==> src/rtl/player_ctrl.sv <==
// player_ctrl: conditions the raw play/stop buttons (2-flop sync, debounce,
// rising-edge detect) and runs the STOPPED/PLAYING/PAUSED transport FSM with
// a timed auto-advance track counter. Every transport transition emits exactly
// one registered one-cycle play or stop pulse so the LED indicator FSM
// downstream stays in lockstep with this one.
//
// state     | meaning
// ----------+-----------------------------------------------------------
// S_STOPPED | idle, track=0, counters cleared; only play_req acts
// S_PLAYING | tick/step counters run; step wrap may advance track or stop
// S_PAUSED  | counters frozen at their current values until resume/stop
module player_ctrl #(
  parameter int DEBOUNCE_CYCLES = 4,
  parameter int TICK_DIV        = 8,
  parameter int STEP_TICKS      = 3,
  parameter int NUM_TRACKS      = 4,
  parameter int TRACK_W         = 2
) (
  input  logic               clk,
  input  logic               rst,
  input  logic               btn_play,
  input  logic               btn_stop,
  input  logic               auto_en,
  input  logic               loop_en,
  output logic               play,
  output logic               stop,
  output logic [1:0]         state,
  output logic [TRACK_W-1:0] track,
  output logic               track_adv
);

  localparam int DB_W   = $clog2(DEBOUNCE_CYCLES + 1);
  localparam int TICK_W = (TICK_DIV > 1) ? $clog2(TICK_DIV) : 1;
  localparam int STEP_W = (STEP_TICKS > 1) ? $clog2(STEP_TICKS) : 1;

  localparam logic [DB_W-1:0]    DB_LAST    = DB_W'(DEBOUNCE_CYCLES - 1);
  localparam logic [TICK_W-1:0]  TICK_LAST  = TICK_W'(TICK_DIV - 1);
  localparam logic [STEP_W-1:0]  STEP_LAST  = STEP_W'(STEP_TICKS - 1);
  localparam logic [TRACK_W-1:0] TRACK_LAST = TRACK_W'(NUM_TRACKS - 1);

  typedef enum logic [1:0] {
    S_STOPPED = 2'b00,
    S_PLAYING = 2'b01,
    S_PAUSED  = 2'b10
  } state_t;

  // Button conditioning: bit 0 is play, bit 1 is stop.
  logic [1:0]            sync1_q, sync1_d;
  logic [1:0]            sync2_q, sync2_d;
  logic [1:0][DB_W-1:0]  deb_cnt_q, deb_cnt_d;
  logic [1:0]            deb_lvl_q, deb_lvl_d;
  logic [1:0]            deb_prev_q, deb_prev_d;
  logic                  play_req;
  logic                  stop_req;

  // Transport state.
  state_t                state_q, state_d;
  logic [TRACK_W-1:0]    track_q, track_d;
  logic [TICK_W-1:0]     tick_q, tick_d;
  logic [STEP_W-1:0]     step_q, step_d;
  logic                  play_q, play_d;
  logic                  stop_q, stop_d;
  logic                  adv_q, adv_d;
  logic                  tick;
  logic                  step_wrap;

  // Synchroniser next values: shift the raw buttons through two stages.
  always_comb begin
    sync1_d = {btn_stop, btn_play};
    sync2_d = sync1_q;
  end

  // Debounce: a level change must persist DEBOUNCE_CYCLES clocks to be taken.
  always_comb begin
    deb_cnt_d  = '0;
    deb_lvl_d  = deb_lvl_q;
    deb_prev_d = deb_lvl_q;
    for (int i = 0; i < 2; i++) begin
      if (sync2_q[i] != deb_lvl_q[i]) begin
        if (deb_cnt_q[i] == DB_LAST) begin
          deb_lvl_d[i] = sync2_q[i];
        end else begin
          deb_cnt_d[i] = deb_cnt_q[i] + 1'b1;
        end
      end
    end
  end

  assign play_req = deb_lvl_q[0] & ~deb_prev_q[0];
  assign stop_req = deb_lvl_q[1] & ~deb_prev_q[1];

  // Conditioning registers; levels start at 0 so a button held through reset
  // release looks like a fresh press.
  always_ff @(posedge clk or posedge rst) begin
    if (rst) begin
      sync1_q    <= '0;
      sync2_q    <= '0;
      deb_cnt_q  <= '0;
      deb_lvl_q  <= '0;
      deb_prev_q <= '0;
    end else begin
      sync1_q    <= sync1_d;
      sync2_q    <= sync2_d;
      deb_cnt_q  <= deb_cnt_d;
      deb_lvl_q  <= deb_lvl_d;
      deb_prev_q <= deb_prev_d;
    end
  end

  assign tick      = (state_q == S_PLAYING) && (tick_q == TICK_LAST);
  assign step_wrap = tick && (step_q == STEP_LAST);

  // Transport FSM next state, counters and pulse outputs.
  always_comb begin
    state_d = state_q;
    track_d = track_q;
    tick_d  = tick_q;
    step_d  = step_q;
    play_d  = 1'b0;
    stop_d  = 1'b0;
    adv_d   = 1'b0;
    unique case (state_q)
      S_STOPPED: begin
        // Coincident play/stop requests are both ignored while stopped.
        if (play_req && !stop_req) begin
          state_d = S_PLAYING;
          play_d  = 1'b1;
          tick_d  = '0;
          step_d  = '0;
        end
      end
      S_PLAYING: begin
        if (stop_req) begin
          state_d = S_STOPPED;
          stop_d  = 1'b1;
          track_d = '0;
          tick_d  = '0;
          step_d  = '0;
        end else if (play_req) begin
          // Counters hold, so a pause on the wrap cycle replays the wrap
          // on the first tick after resume.
          state_d = S_PAUSED;
          play_d  = 1'b1;
        end else begin
          tick_d = tick ? '0 : tick_q + 1'b1;
          if (tick) begin
            step_d = step_wrap ? '0 : step_q + 1'b1;
          end
          if (step_wrap && auto_en) begin
            if (track_q < TRACK_LAST) begin
              track_d = track_q + 1'b1;
              adv_d   = 1'b1;
            end else if (loop_en) begin
              track_d = '0;
              adv_d   = 1'b1;
            end else begin
              state_d = S_STOPPED;
              stop_d  = 1'b1;
              track_d = '0;
              tick_d  = '0;
              step_d  = '0;
            end
          end
        end
      end
      S_PAUSED: begin
        if (stop_req) begin
          state_d = S_STOPPED;
          stop_d  = 1'b1;
          track_d = '0;
          tick_d  = '0;
          step_d  = '0;
        end else if (play_req) begin
          state_d = S_PLAYING;
          play_d  = 1'b1;
        end
      end
      default: begin
        state_d = S_STOPPED;
        track_d = '0;
        tick_d  = '0;
        step_d  = '0;
      end
    endcase
  end

  // Transport registers; reset clears everything with no pulse.
  always_ff @(posedge clk or posedge rst) begin
    if (rst) begin
      state_q <= S_STOPPED;
      track_q <= '0;
      tick_q  <= '0;
      step_q  <= '0;
      play_q  <= 1'b0;
      stop_q  <= 1'b0;
      adv_q   <= 1'b0;
    end else begin
      state_q <= state_d;
      track_q <= track_d;
      tick_q  <= tick_d;
      step_q  <= step_d;
      play_q  <= play_d;
      stop_q  <= stop_d;
      adv_q   <= adv_d;
    end
  end

  assign play      = play_q;
  assign stop      = stop_q;
  assign state     = state_q;
  assign track     = track_q;
  assign track_adv = adv_q;

endmodule

==> config.mk <==
export PLATFORM = sky130hd
export DESIGN_NAME = player_ctrl
export DESIGN_NICKNAME = d
export VERILOG_FILES = /design/src/rtl/player_ctrl.sv
export SDC_FILE = /design/constraint.sdc
export NUM_CORES = 1
export LEC_CHECK = 0
export ABC_AREA = 1
export ABC_CLOCK_PERIOD_IN_PS = 1600
export BUFFER_PORTS_ARGS = -buffer_cell sky130_fd_sc_hd__buf_2
export CAP_MARGIN = 20
export CORE_UTILIZATION = 42
export DETAILED_ROUTE_END_ITERATION = 8
export RECOVER_POWER = 25
export SLEW_MARGIN = 10
export SYNTH_ARGS = -nofsm -noshare
export SYNTH_HDL_FRONTEND = slang
export SYNTH_SLANG_ARGS = --single-unit
==> constraint.sdc <==
create_clock -name clk -period 1.6 [get_ports clk]
set_input_delay 0.16 -clock clk [delete_from_list [all_inputs] [get_ports clk]]
set_output_delay 0.16 -clock clk [all_outputs]
set_load 0.02 [all_outputs]
==> run metrics, run 1 <==
endpoints failing setup 0; Starting Density 0.453; mapped cell area 0.00127 mm²; clk root buf clkbuf_4; Core Footprint 0.00281 mm²; fin worst setup slack 0.160 ns; CTS tree yes; vias per inst 4.78; Port Buffer Count 12; Multi-input gate area 556 µm²; unrepaired setup endpoints after global routing false; dpl hpwl 1.48 mm; Initial DRC Count 24; total grt overflow 0; Max Fclk 0.694 GHz; H-tree Lvls 1; arrival time at the worst endpoint 1.65 ns; # rows 19; GRT Total Usage 0.145; # diodes 0; Seq/Total Area, Yosys 0.512; Clock Sinks 26; clock transition at the registers of the reported paths 0.13 ns; DR vias 879; max-slew violation count 0; Cells after Synth 134; MaxCap Viol Count 0; placed inst area 0.00138 mm²; largest net degree at the start of global routing 27; # IOs 13; Synth Net Count 149; die height 57.0 µm; Final Cycle Share 0.900; FF+latch area 651 µm²; clk buf depth 2; wirelength, routed 2.01 mm; antenna-violating nets left 0; WS Path Type reg -> reg; Critical Path Start Type flip-flop; Synth Register Bits 26; WL per Instance 10.9 µm; Worst VDD drop 0.000778 V; CP Capture Type flip-flop; share of cells above drive strength 1 0.235; commonest non-fill, non-tap cell in the layout nand2_1; Post-Syn Area per Cell 9.49 µm²; run status complete, but fails checks; Final #Nets 170; Finished Core Util 0.510; final hold vios 0; Slew @ Worst Pin 0.640 ns; first-pass GRT wire length 3.63 mm; HP Class in -> reg; Pwr Total 2.32 mW; Die ar. 0.00325 mm²; Yosys cell types 24; violated checks design-rule violations; Syn. warnings 0; Clk Latency, worst-skew pair 0.31 ns; initial antenna violation count 0; DRC 2; LEAKAGE 0.766 nW; commonest non-fill, non-tap cells in the layout nand2_1, dfrtp_1, inv_1; GPL Wtd Cong 0.781; CP required 1.81 ns; Sum Neg Setup Slack 0 ns; Cell Pwr Density 1620 mW/mm²; total CTS buffers 3; Die Wd 57.0 µm; min Tclk post-route 1.44 ns; pre-CTS WS 0.111 ns; vias in the first global route 895; Max-slew headroom 0.573; Layout area overhead 12.5%; fill count 257; post-route cell area 0.00143 mm²; CP Max Fanout 6; Final Skew 0.00355 ns; Pre-antenna DRT Iters 5
## stage by stage
step                hold WS (ns)  instances
floorplan                  0.191        134
global placement           0.225        178
detailed placement         0.241        178
CTS                        0.146        184
global route               0.157        184
finish                     0.158        184
## final timing paths
check	startpoint	slack [ns]	end	cells past startpoint
worst max-delay path	state[1]	0.16	tick_q[2]	9
worst min-delay path	loop_en	0.16	stop	4
worst max register to register	state[1]	0.16	tick_q[2]	9
worst min register to register	sync1_q[1]	0.37	sync2_q[1]	0
max in group asynchronous	rst	0.63	step_q[0]	4
min in group asynchronous	rst	0.56	sync1_q[1]	4
## repair_timing
item	CTS	global route
setup endpoints to repair	0	7
setup buffers	0	0
hold buffers	3	0
hold endpoints to repair	28	0
gates resized for setup	0	1
## cell usage after synthesis, drive strengths merged
library cell	n	area, µm²
nand2	39	174
dfrtp	26	651
inv	18	67.6
nor2	13	77.6
ha	9	113
nand3	7	50.1
nor3	4	20.0
o21ai	4	20.0
a21oi	3	15.0
nand4	3	18.8
nor3b	2	15.0
xnor2	2	17.5
mux2	1	11.3
nand3b	1	7.51
nor4	1	6.26
o211ai	1	7.51
## sequential cells by signal, indices dropped and copies added (netlist names)
register and count:
track_adv 1, sync1_q 2, step_q 2, play 1, state 2, deb_cnt_q 6, tick_q 3, stop 1
track 2, deb_lvl_q 2, deb_prev_q 2, sync2_q 2
## where the power goes
group | switching [mW] | internal [mW] | leakage (nW) | total, mW
Clock | 0.179 | 0.0879 | 0.0138 | 0.267
Sequential | 0.135 | 0.823 | 0.336 | 0.958
Combinational | 0.698 | 0.394 | 0.416 | 1.09
## worst max-delay path, cell delays in order, from the launching register on
cell     delay [ns]
dfrtp_1        0.45
inv_1          0.10
ha_2           0.24
nand2_2        0.11
nor2_4         0.10
nand3_2        0.08
nand2_1        0.09
inv_2          0.05
nand3_1        0.07
nand2_1        0.05
## metal layers
layer	vias to the layer above	wire, µm	GRT usage
met5	-	0	0
met4	0	18	0.0697
met3	2	46	0.0272
met2	8	986	0.242
met1	402	958	0.183
li1	467	-	-
## layout make-up
cell class	count	share of cell area
tap	31	0.0271
multi-input combinational	90	0.388
inverter	18	0.0472
clock buffer	3	0.0157
timing repair buffer	16	0.0665
sequential	26	0.455
## cells by family (layout without fill, tap and decap cells)
family,after synthesis,in the layout,synth area share
AO/OA/AOI/OAI,8,8,0.0335
XOR/XNOR,2,2,0.0138
adder cells (fa/ha/maj),9,9,0.0886
buffers and inverters,18,37,0.0531
flip-flops,26,26,0.512
multiplexers,1,1,0.00886
AND/OR/NAND/NOR,70,70,0.290
Note: power is estimated with default switching activity, not from simulation.
==> run 2: changes to the inputs <==
--- a/config.mk
+++ b/config.mk
@@ -7,9 +7,9 @@
 export LEC_CHECK = 0
 export ABC_AREA = 1
 export ABC_CLOCK_PERIOD_IN_PS = 1600
-export BUFFER_PORTS_ARGS = -buffer_cell sky130_fd_sc_hd__buf_2
+export BUFFER_PORTS_ARGS = -buffer_cell sky130_fd_sc_hd__clkbuf_2
 export CAP_MARGIN = 20
-export CORE_UTILIZATION = 42
+export CORE_UTILIZATION = 30
 export DETAILED_ROUTE_END_ITERATION = 8
 export RECOVER_POWER = 25
 export SLEW_MARGIN = 10
==> run 2 against run 1 <==
Against the previous run:
- the flow now finishes without violations
- maximum frequency down 0.57%
- via count up 6.9%
- cell area up 5.1%
- flip-flop and latch count unchanged
- register-to-register slack about the same
- hold slack better by 0.042 ns
==> run metrics, run 2 (synthesis gave the netlist of run 1 again) <==
Slew @ Worst Pin 0.653 ns; CP Max Fanout 6; final hold vios 0; Reg2Reg Setup Slack 0.15 ns; WL per Instance 10.8 µm; GPL Wtd Cong 0.831; DR vias 940; DRC 0; Final Skew 0.00401 ns; # diodes 0; clk buf depth 2; Largest regs deb_cnt_q: 6 flops, tick_q: 3 flops; pre-CTS WS 0.0992 ns; clk root buf clkbuf_8; # rows 23; Hold WS 0.200 ns; capturing point of the worst reg2reg path tick_q[0]; dpl hpwl 1.61 mm; vias per inst 4.61; Port Buffer Count 12; Max Fclk 0.691 GHz; Worst VDD drop 0.000404 V; largest net degree at the start of global routing 27; Critical Path Start Type flip-flop; Initial DRC Count 13; Starting Density 0.316; worst reg2reg startpoint state[1]; Final Cycle Share 0.905; Post-CTS Setup Bufs 0; commonest non-fill, non-tap cell in the layout nand2_1; worst reg-to-reg path cell count 9; Die Wd 67.1 µm; wirelength, routed 2.20 mm; arrival time at the worst endpoint 1.63 ns; WS Path Type reg -> reg; fill count 416; # IOs 13; clock transition at the registers of the reported paths 0.10 ns; HP Class in -> reg; Finished Core Util 0.373; fin worst setup slack 0.152 ns; Core Footprint 0.00403 mm²; critical path capture point tick_q[0]; share of cells above drive strength 1 0.240; Final #Nets 170; die height 67.1 µm; Cell Pwr Density 1740 mW/mm²; total grt overflow 0; CTS tree yes; Critical Path Source state[1]; Clock Sinks 26; MaxCap Viol Count 0; Largest Register deb_cnt_q; Pre-antenna DRT Iters 4; antenna-violating nets left 0; Clk Latency, worst-skew pair 0.28 ns; LEAKAGE 0.784 nW; first-pass GRT wire length 3.55 mm; GRT Total Usage 0.109; worst hold path depth 4; commonest non-fill, non-tap cells in the layout nand2_1, dfrtp_1, inv_1; H-tree Lvls 1; min Tclk post-route 1.45 ns; placed inst area 0.00140 mm²; CP Capture Type flip-flop; run status finished, final reports clean; endpoints failing setup 0; vias in the first global route 859; Layout area overhead 18.2%; total CTS buffers 3; initial antenna violation count 0; max-slew violation count 0; Die ar. 0.00450 mm²; CP required 1.78 ns; Max-slew headroom 0.564; Sum Neg Setup Slack 0 ns; unrepaired setup endpoints after global routing false; max reg flops 6; post-route cell area 0.00150 mm²
## run 2: cell type report
| type | count | area (µm²) | share of cell area |
|---|---|---|---|
| Clock buffer | 3 | 41.3 | 0.0275 |
| Clock inverter | 1 | 30.0 | 0.0200 |
| Inverter | 18 | 67.6 | 0.0450 |
| Multi-Input combinational cell | 90 | 556 | 0.370 |
| Sequential cell | 26 | 651 | 0.433 |
| Tap cell | 50 | 62.6 | 0.0416 |
| Timing Repair Buffer | 16 | 95.1 | 0.0633 |
## run 2: per-stage QoR
stage | power (mW) | std cells
2_1_floorplan | 1.82 | 134
3_3_place_gp | 2.03 | 197
3_5_place_dp | 2.07 | 197
4_1_cts | 2.63 | 204
5_1_grt | 2.80 | 204
6_report | 2.61 | 204
## run 2: where the power goes
part	internal [mW]	switching, mW
combinational	0.392	0.700
sequential	0.824	0.137
clock	0.335	0.224
total	1.55	1.06
## run 2: layer usage
layer | track usage | wire, µm
met1 | 0.120 | 985
met2 | 0.184 | 1060
met3 | 0.0188 | 86
met4 | 0.0798 | 69
met5 | 0 | 0
## run 2: critical path, cell delays in order (launching register included)
cell,delay [ns]
dfrtp_1,0.43
inv_1,0.09
ha_2,0.25
nand2_2,0.11
nor2_4,0.10
nand3_2,0.09
nand2_1,0.09
inv_2,0.05
nand3_1,0.08
nand2_1,0.05
## run 2: worst min path at each step
stage,slack (ns),endpoint,start
final,0.20,stop,loop_en
after global routing,0.24,stop,loop_en
after CTS,0.19,stop,loop_en
after detailed placement,0.22,sync2_q[1],rst
after global placement,0.20,sync1_q[1],rst
after floorplan,0.19,sync1_q[0],btn_play
## run 2: timing repair
action | in CTS | in global routing
hold endpoints to repair | 28 | 0
hold buffers | 3 | 0
setup endpoints to repair | 0 | 6
gates resized for setup | 0 | 1
